File: src/rtl/adder_pkg.sv
// Shared constants for the carry-lookahead adder.
package adder_pkg;

   localparam int unsigned GROUP_W = 4;
   localparam int unsigned ADDER_W = 32;

endpackage : adder_pkg

File: src/rtl/cla_group4.sv
// 4-bit carry-lookahead group: sum bits plus group generate/propagate.
module cla_group4
   import adder_pkg::*;
(
   input  logic [GROUP_W-1:0] a,
   input  logic [GROUP_W-1:0] b,
   input  logic               cin,
   output logic [GROUP_W-1:0] s,
   output logic               G,
   output logic               P
);

   logic [GROUP_W-1:0] g;
   logic [GROUP_W-1:0] p;
   logic [GROUP_W-1:0] c;

   // Bit generate/propagate, flattened internal carries, sums and group G/P.
   always_comb begin
      g = a & b;
      p = a ^ b;

      c[0] = cin;
      c[1] = g[0] | (p[0] & cin);
      c[2] = g[1] | (p[1] & g[0]) | (p[1] & p[0] & cin);
      c[3] = g[2] | (p[2] & g[1]) | (p[2] & p[1] & g[0])
           | (p[2] & p[1] & p[0] & cin);

      s = p ^ c;

      G = g[3] | (p[3] & g[2]) | (p[3] & p[2] & g[1])
        | (p[3] & p[2] & p[1] & g[0]);
      P = &p;
   end

endmodule : cla_group4

File: src/rtl/adder_cla.sv
// Registered WIDTH-bit two-level carry-lookahead adder: {c_out,sum} = a+b+c_in.
module adder_cla
   import adder_pkg::*;
#(
   parameter int unsigned WIDTH = ADDER_W
) (
   input  logic             clk,
   input  logic             rst,
   input  logic [WIDTH-1:0] a,
   input  logic [WIDTH-1:0] b,
   input  logic             c_in,
   output logic             c_out,
   output logic [WIDTH-1:0] sum
);

   localparam int unsigned NG = WIDTH / GROUP_W;

   logic [NG-1:0]    grp_g;
   logic [NG-1:0]    grp_p;
   logic [NG:0]      grp_c;
   logic [WIDTH-1:0] sum_d;
   logic [WIDTH-1:0] sum_q;
   logic             c_out_d;
   logic             c_out_q;
   logic             term;
   logic             acc;

   for (genvar gi = 0; gi < NG; gi++) begin : g_grp
      cla_group4 u_grp (
         .a   (a[gi*GROUP_W +: GROUP_W]),
         .b   (b[gi*GROUP_W +: GROUP_W]),
         .cin (grp_c[gi]),
         .s   (sum_d[gi*GROUP_W +: GROUP_W]),
         .G   (grp_g[gi]),
         .P   (grp_p[gi])
      );
   end

   // Group carries as flattened sum-of-products over group G/P and c_in:
   // c[k+1] = G[k] | P[k]G[k-1] | ... | P[k..0]c_in, each term built independently.
   always_comb begin
      grp_c    = '0;
      term     = 1'b0;
      acc      = 1'b0;
      grp_c[0] = c_in;
      for (int unsigned k = 0; k < NG; k++) begin
         acc = c_in;
         for (int unsigned m = 0; m <= k; m++) begin
            acc = acc & grp_p[m];
         end
         for (int unsigned j = 0; j <= k; j++) begin
            term = grp_g[j];
            for (int unsigned m = j + 1; m <= k; m++) begin
               term = term & grp_p[m];
            end
            acc = acc | term;
         end
         grp_c[k+1] = acc;
      end
   end

   assign c_out_d = grp_c[NG];

   // Output registers; reset clears the result and overrides the new sum.
   always_ff @(posedge clk) begin
      if (rst) begin
         sum_q   <= '0;
         c_out_q <= 1'b0;
      end else begin
         sum_q   <= sum_d;
         c_out_q <= c_out_d;
      end
   end

   assign sum   = sum_q;
   assign c_out = c_out_q;

endmodule : adder_cla

File: config.mk
export PLATFORM = sky130hd
export DESIGN_NAME = adder_cla
export DESIGN_NICKNAME = d
export VERILOG_FILES = /design/src/rtl/adder_pkg.sv /design/src/rtl/cla_group4.sv /design/src/rtl/adder_cla.sv
export SDC_FILE = /design/constraint.sdc
export NUM_CORES = 1
export LEC_CHECK = 0
export ABC_AREA = 1
export ABC_CLOCK_PERIOD_IN_PS = 5270
export CORE_ASPECT_RATIO = 1.2
export CORE_MARGIN = 1.5
export CORE_UTILIZATION = 25
export DETAILED_ROUTE_END_ITERATION = 10
export PLACE_DENSITY = 0.53
export SYNTH_ARGS = -nofsm -noshare
export SYNTH_HDL_FRONTEND = slang
export SYNTH_HIERARCHICAL = 1
export SYNTH_SLANG_ARGS = --single-unit
File: constraint.sdc
create_clock -name clk -period 5.27 [get_ports clk]
set_input_delay 0.527 -clock clk [delete_from_list [all_inputs] [get_ports clk]]
set_output_delay 0.527 -clock clk [all_outputs]
set_load 0.05 [all_outputs]
After elaboration in Yosys (flattened, before gate mapping)
Cells that the tools add are included.
Cells by class
  reduce and logical (&&, ||, !) cells: 8
  bitwise operators: 280
Operators by type and width (number)
  1-bit bitwise AND: 148
  1-bit OR: 108
  4-bit bitwise XOR: 16
  4-bit bitwise AND: 8
  4-bit AND reduction: 8
Word-level totals
  input port bits: 67
  output and inout bits: 33
  logic and storage cells: 290
  bits in registers: 33

Longest topological paths before layout
  depth after elaboration: 21
  mapped depth: 17
  mapped depth without buffers: 17

Hierarchy
Netlist, hierarchy kept.
Modules (own cells, without submodules)
  cla_group4: area an instance 210.2 sq um, times used 8, cells each 32
  adder_cla: area an instance 1081.0 sq um, times used 1, cells each 130

Worst setup path after synthesis
Ideal clock, no wire load.
  path type: input-to-reg
  start point: in a[5]
  end point: reg sum_q[29] (netlist: sum[29])
  setup time: 0.128 ns
  data required time: 5.142 ns
  path slack: 2.614 ns
  stages on the path: 16
  arrival time: 2.529 ns
  buffers on the path: 0
  cells stage by stage: ha_1 > nand2_2 > nor2_2 > nor2_2 > o21bai_1 > inv_1 > nand2_2 > nand3_2 > nand2_2 > nand3_2 > a21boi_0 > inv_1 > fa_1 > xnor2_1 > inv_1 > nor2_1
On the way
  longest elaborated chain between the ends: 18
  elaborated cells between the ends (all ways): 35
  those cells by class: bitwise (34); reduce/logical (1)
Ends and longest elaborated chain
  start: declaration: RTL line adder_cla.sv:9  | input logic [WIDTH-1:0] a,
  4-bit bitwise AND or 4-bit bitwise XOR (tied branches): RTL line cla_group4.sv:19, cla_group4.sv:20
  1-bit bitwise AND, on equally long branches: RTL line cla_group4.sv:30, cla_group4.sv:31
  1-bit OR or 1-bit bitwise AND (tied branches): RTL line cla_group4.sv:30, cla_group4.sv:31
  1-bit OR *: RTL line cla_group4.sv:31  | | (p[3] & p[2] & p[1] & g[0]);
  named net grp_g[1]: RTL line adder_cla.sv:18  | logic [NG-1:0] grp_g;
  1-bit bitwise AND * (5 in series): RTL line adder_cla.sv:54  | term = term & grp_p[m];
  1-bit OR * (6 in series): RTL line adder_cla.sv:56  | acc = acc | term;
  named net grp_c[7]: RTL line adder_cla.sv:20  | logic [NG:0] grp_c;
  1-bit bitwise AND *: RTL line cla_group4.sv:23  | c[1] = g[0] | (p[0] & cin);
  1-bit OR *: RTL line cla_group4.sv:23
  4-bit bitwise XOR *: RTL line cla_group4.sv:28  | s = p ^ c;
  named net sum_d[29]: RTL line adder_cla.sv:21  | logic [WIDTH-1:0] sum_d;
  end signal: assignment: RTL line adder_cla.sv:70  | sum_q <= sum_d;
  end: declaration: RTL line adder_cla.sv:22  | logic [WIDTH-1:0] sum_q;
The timed path passes the listed nets; every way through them passes the cells marked *.
A chain may end at the register's enable or synchronous reset.

Worst setup path after layout
Ends and elaborated chain as after synthesis.

==> results.json <==
{
  "failed_checks": "DRC",
  "detail_route.wl_per_cell_um": 9.971,
  "syn_nets": 501,
  "drt-vias-per-instance": 4.039,
  "dr.max_layer_used": "met4",
  "grt_pass1_wl_um": 10290,
  "routed_wl_um": 6162,
  "placedCellCount": 611,
  "syn_avg_cell_area_um2": 7.157,
  "drtPass1Iterations": 7,
  "fin_nets": 604,
  "initial_core_util_pct": 26.02,
  "numCtsBuffers": 5,
  "coreArea_um2": 10620,
  "yosys.cell_count.top_type": "inv_1",
  "area_delta_synth_final_pct": 46.47,
  "layout.cells.non_filler": 618,
  "grt-ovfl-total": 0,
  "rsz0062_at_grt": "no",
  "wl_met2_um": 2974,
  "tritoncts": "built",
  "synthTopCellsByCount": "103 x inv_1, 54 x nand2_1, 42 x nor2_1, 40 x ha_1, 33 x dfxtp_1",
  "row_count": 41,
  "post_cts_resized": 0,
  "arrival_ns": 3.31,
  "vias": 2496,
  "wl_met1_um": 2664,
  "fin_crit_sh_pct": 60.08,
  "crit_type": "in -> reg",
  "period_minus_slack_ns": 3.166,
  "grt_pass1_vias": 2350,
  "hold_violations": 0,
  "syn_area_um2": 2763,
  "ys.flop_type": "dfxtp_1",
  "required_ns": 5.42,
  "yosys_warnings": 6,
  "portBuffers": 99,
  "ys_ff_latch": 33,
  "dpl.hpwl_um": 5145,
  "fmax_ghz": 0.3159,
  "yosys.area.top_type": "dfxtp_1",
  "setup_viol": 0,
  "io_pins": 100,
  "grt_max_degree": 34,
  "synth_enable_flop_cells": 0,
  "drive_gt1_share_pct": 10.22,
  "postCtsSetupBuffers": 0,
  "antenna_found_initial": 0,
  "status": "finished, violations left",
  "setup_tns_ns": 0,
  "die_y_um": 118.2,
  "diodes": 0,
  "drt_iter0_markers": 50,
  "slew_headroom_pct": 65.15,
  "crit_path_end_kind": "register",
  "fp.dieArea_um2": 11690,
  "worstHoldPathType": "in -> reg",
  "drc_errors": 8,
  "wl_met3_um": 474,
  "die_x_um": 98.96,
  "path_clk_slew_ns": 0.05,
  "whs_ns": 1.082,
  "htreeDepth": 2,
  "p_leak_uw": 0.002046,
  "worst_pin_slew_ns": 0.5211,
  "finalMaxSlewViolations": 0,
  "clkSinkCount": 33,
  "ys_types": 22,
  "p_per_area_nw_per_um2": 258.5,
  "holdBufCountCts": 0,
  "clockBufferDepth": 2,
  "cts_root_buf": "clkbuf_16",
  "gp_congestion": 0.8028,
  "synth.yosys.seq_area_share_pct": 23.91,
  "crit_fanout": 5,
  "startpoint_type": "primary input",
  "yosysTopAreaCellShare_pct": 23.91,
  "final_antenna_net_count": 0,
  "max-vdd-ir-drop_mv": 0.1170,
  "synthCells": 386,
  "max_cap_viol_count": 0,
  "grt_use_total_pct": 10.94,
  "async_reset_ff_share_pct": 0,
  "yosys-top-cells-area": "dfxtp_1 24%, ha_1 18%, inv_1 14%"
}
==> critical path, cell delays in order <==
cell             delay, ns
clkdlybuf4s50_1       0.41
ha_1                  0.39
nand2_2               0.09
nor2_2                0.10
nor2_2                0.06
o21bai_1              0.16
inv_1                 0.07
nand2_2               0.09
nand3_2               0.08
nand2_2               0.13
nand3_2               0.11
a21boi_0              0.38
inv_1                 0.11
fa_1                  0.39
xnor2_1               0.13
inv_1                 0.05
nor2_1                0.03
==> logic make-up (layout without fill, tap and decap cells) <==
| group | count (synthesis) | in the layout | synth area share, % |
|---|---|---|---|
| and+or+nand+nor | 169 | 169 | 28.85 |
| adders and majority gates | 48 | 48 | 23.91 |
| DFF | 33 | 33 | 23.91 |
| buffers and inverters | 107 | 210 | 14.67 |
| xor gates and xnor gates | 16 | 16 | 5.073 |
| AOI/OAI and AO/OA | 13 | 13 | 3.578 |
==> path summary, 6_finish.rpt <==
path / from / endpoint / slack [ns] / depth (start not counted)
worst max-delay path: a[5] / sum[29] / 2.10 / 17
worst min-delay path: rst / sum[20] / 1.08 / 3
==> final cells by class <==
type                       instances  area [µm²]
tap                              129       161.4
sequential                        33       660.6
clock buffer                       7       142.6
timing repair buffer             100       998.5
fill                            1121        6573
multi-input combinational        246        1697
inverter                         103       386.6
==> sequential cells by signal (all words and copies together), names as in the netlist <==
name,count
sum,32
c_out,1
==> where the power goes <==
| group | internal (µW) | switching (µW) |
|---|---|---|
| Sequential | 283 | 9.15 |
| Combinational | 189 | 275 |
| Clock | 185 | 104 |
| Total | 657 | 389 |
==> routing by layer <==
metal	vias up	GRT usage (%)
li1	1350	-
met1	1068	12.60
met2	73	18.79
met3	5	4.021
met4	0	3.214
met5	-	0
==> cells in the final DEF (no fill, tap or decap), types with 16 or more instances in the layout <==
master | Yosys | layout
nand2_1 | 54 | 54
clkdlybuf4s50_1 | 0 | 99
nor2_1 | 42 | 42
inv_1 | 103 | 103
dfxtp_1 | 33 | 33
nor2_2 | 16 | 16
nand3_1 | 25 | 25
ha_1 | 40 | 40
nand2_2 | 20 | 20
==> stage by stage <==
step                      setup slack, ns  area [µm²]  utilization [%]  total power, µW
after global placement              1.890        3904            36.76            762.3
after floorplan                     2.614        2763                -            608.3
after global routing                1.855        4046            38.11             1124
after detailed placement            1.783        3904            36.76            767.4
final                               2.104        4046            38.11             1046
after CTS                           2.071        4046            38.11             1070
(Power assumes the default switching activity.)
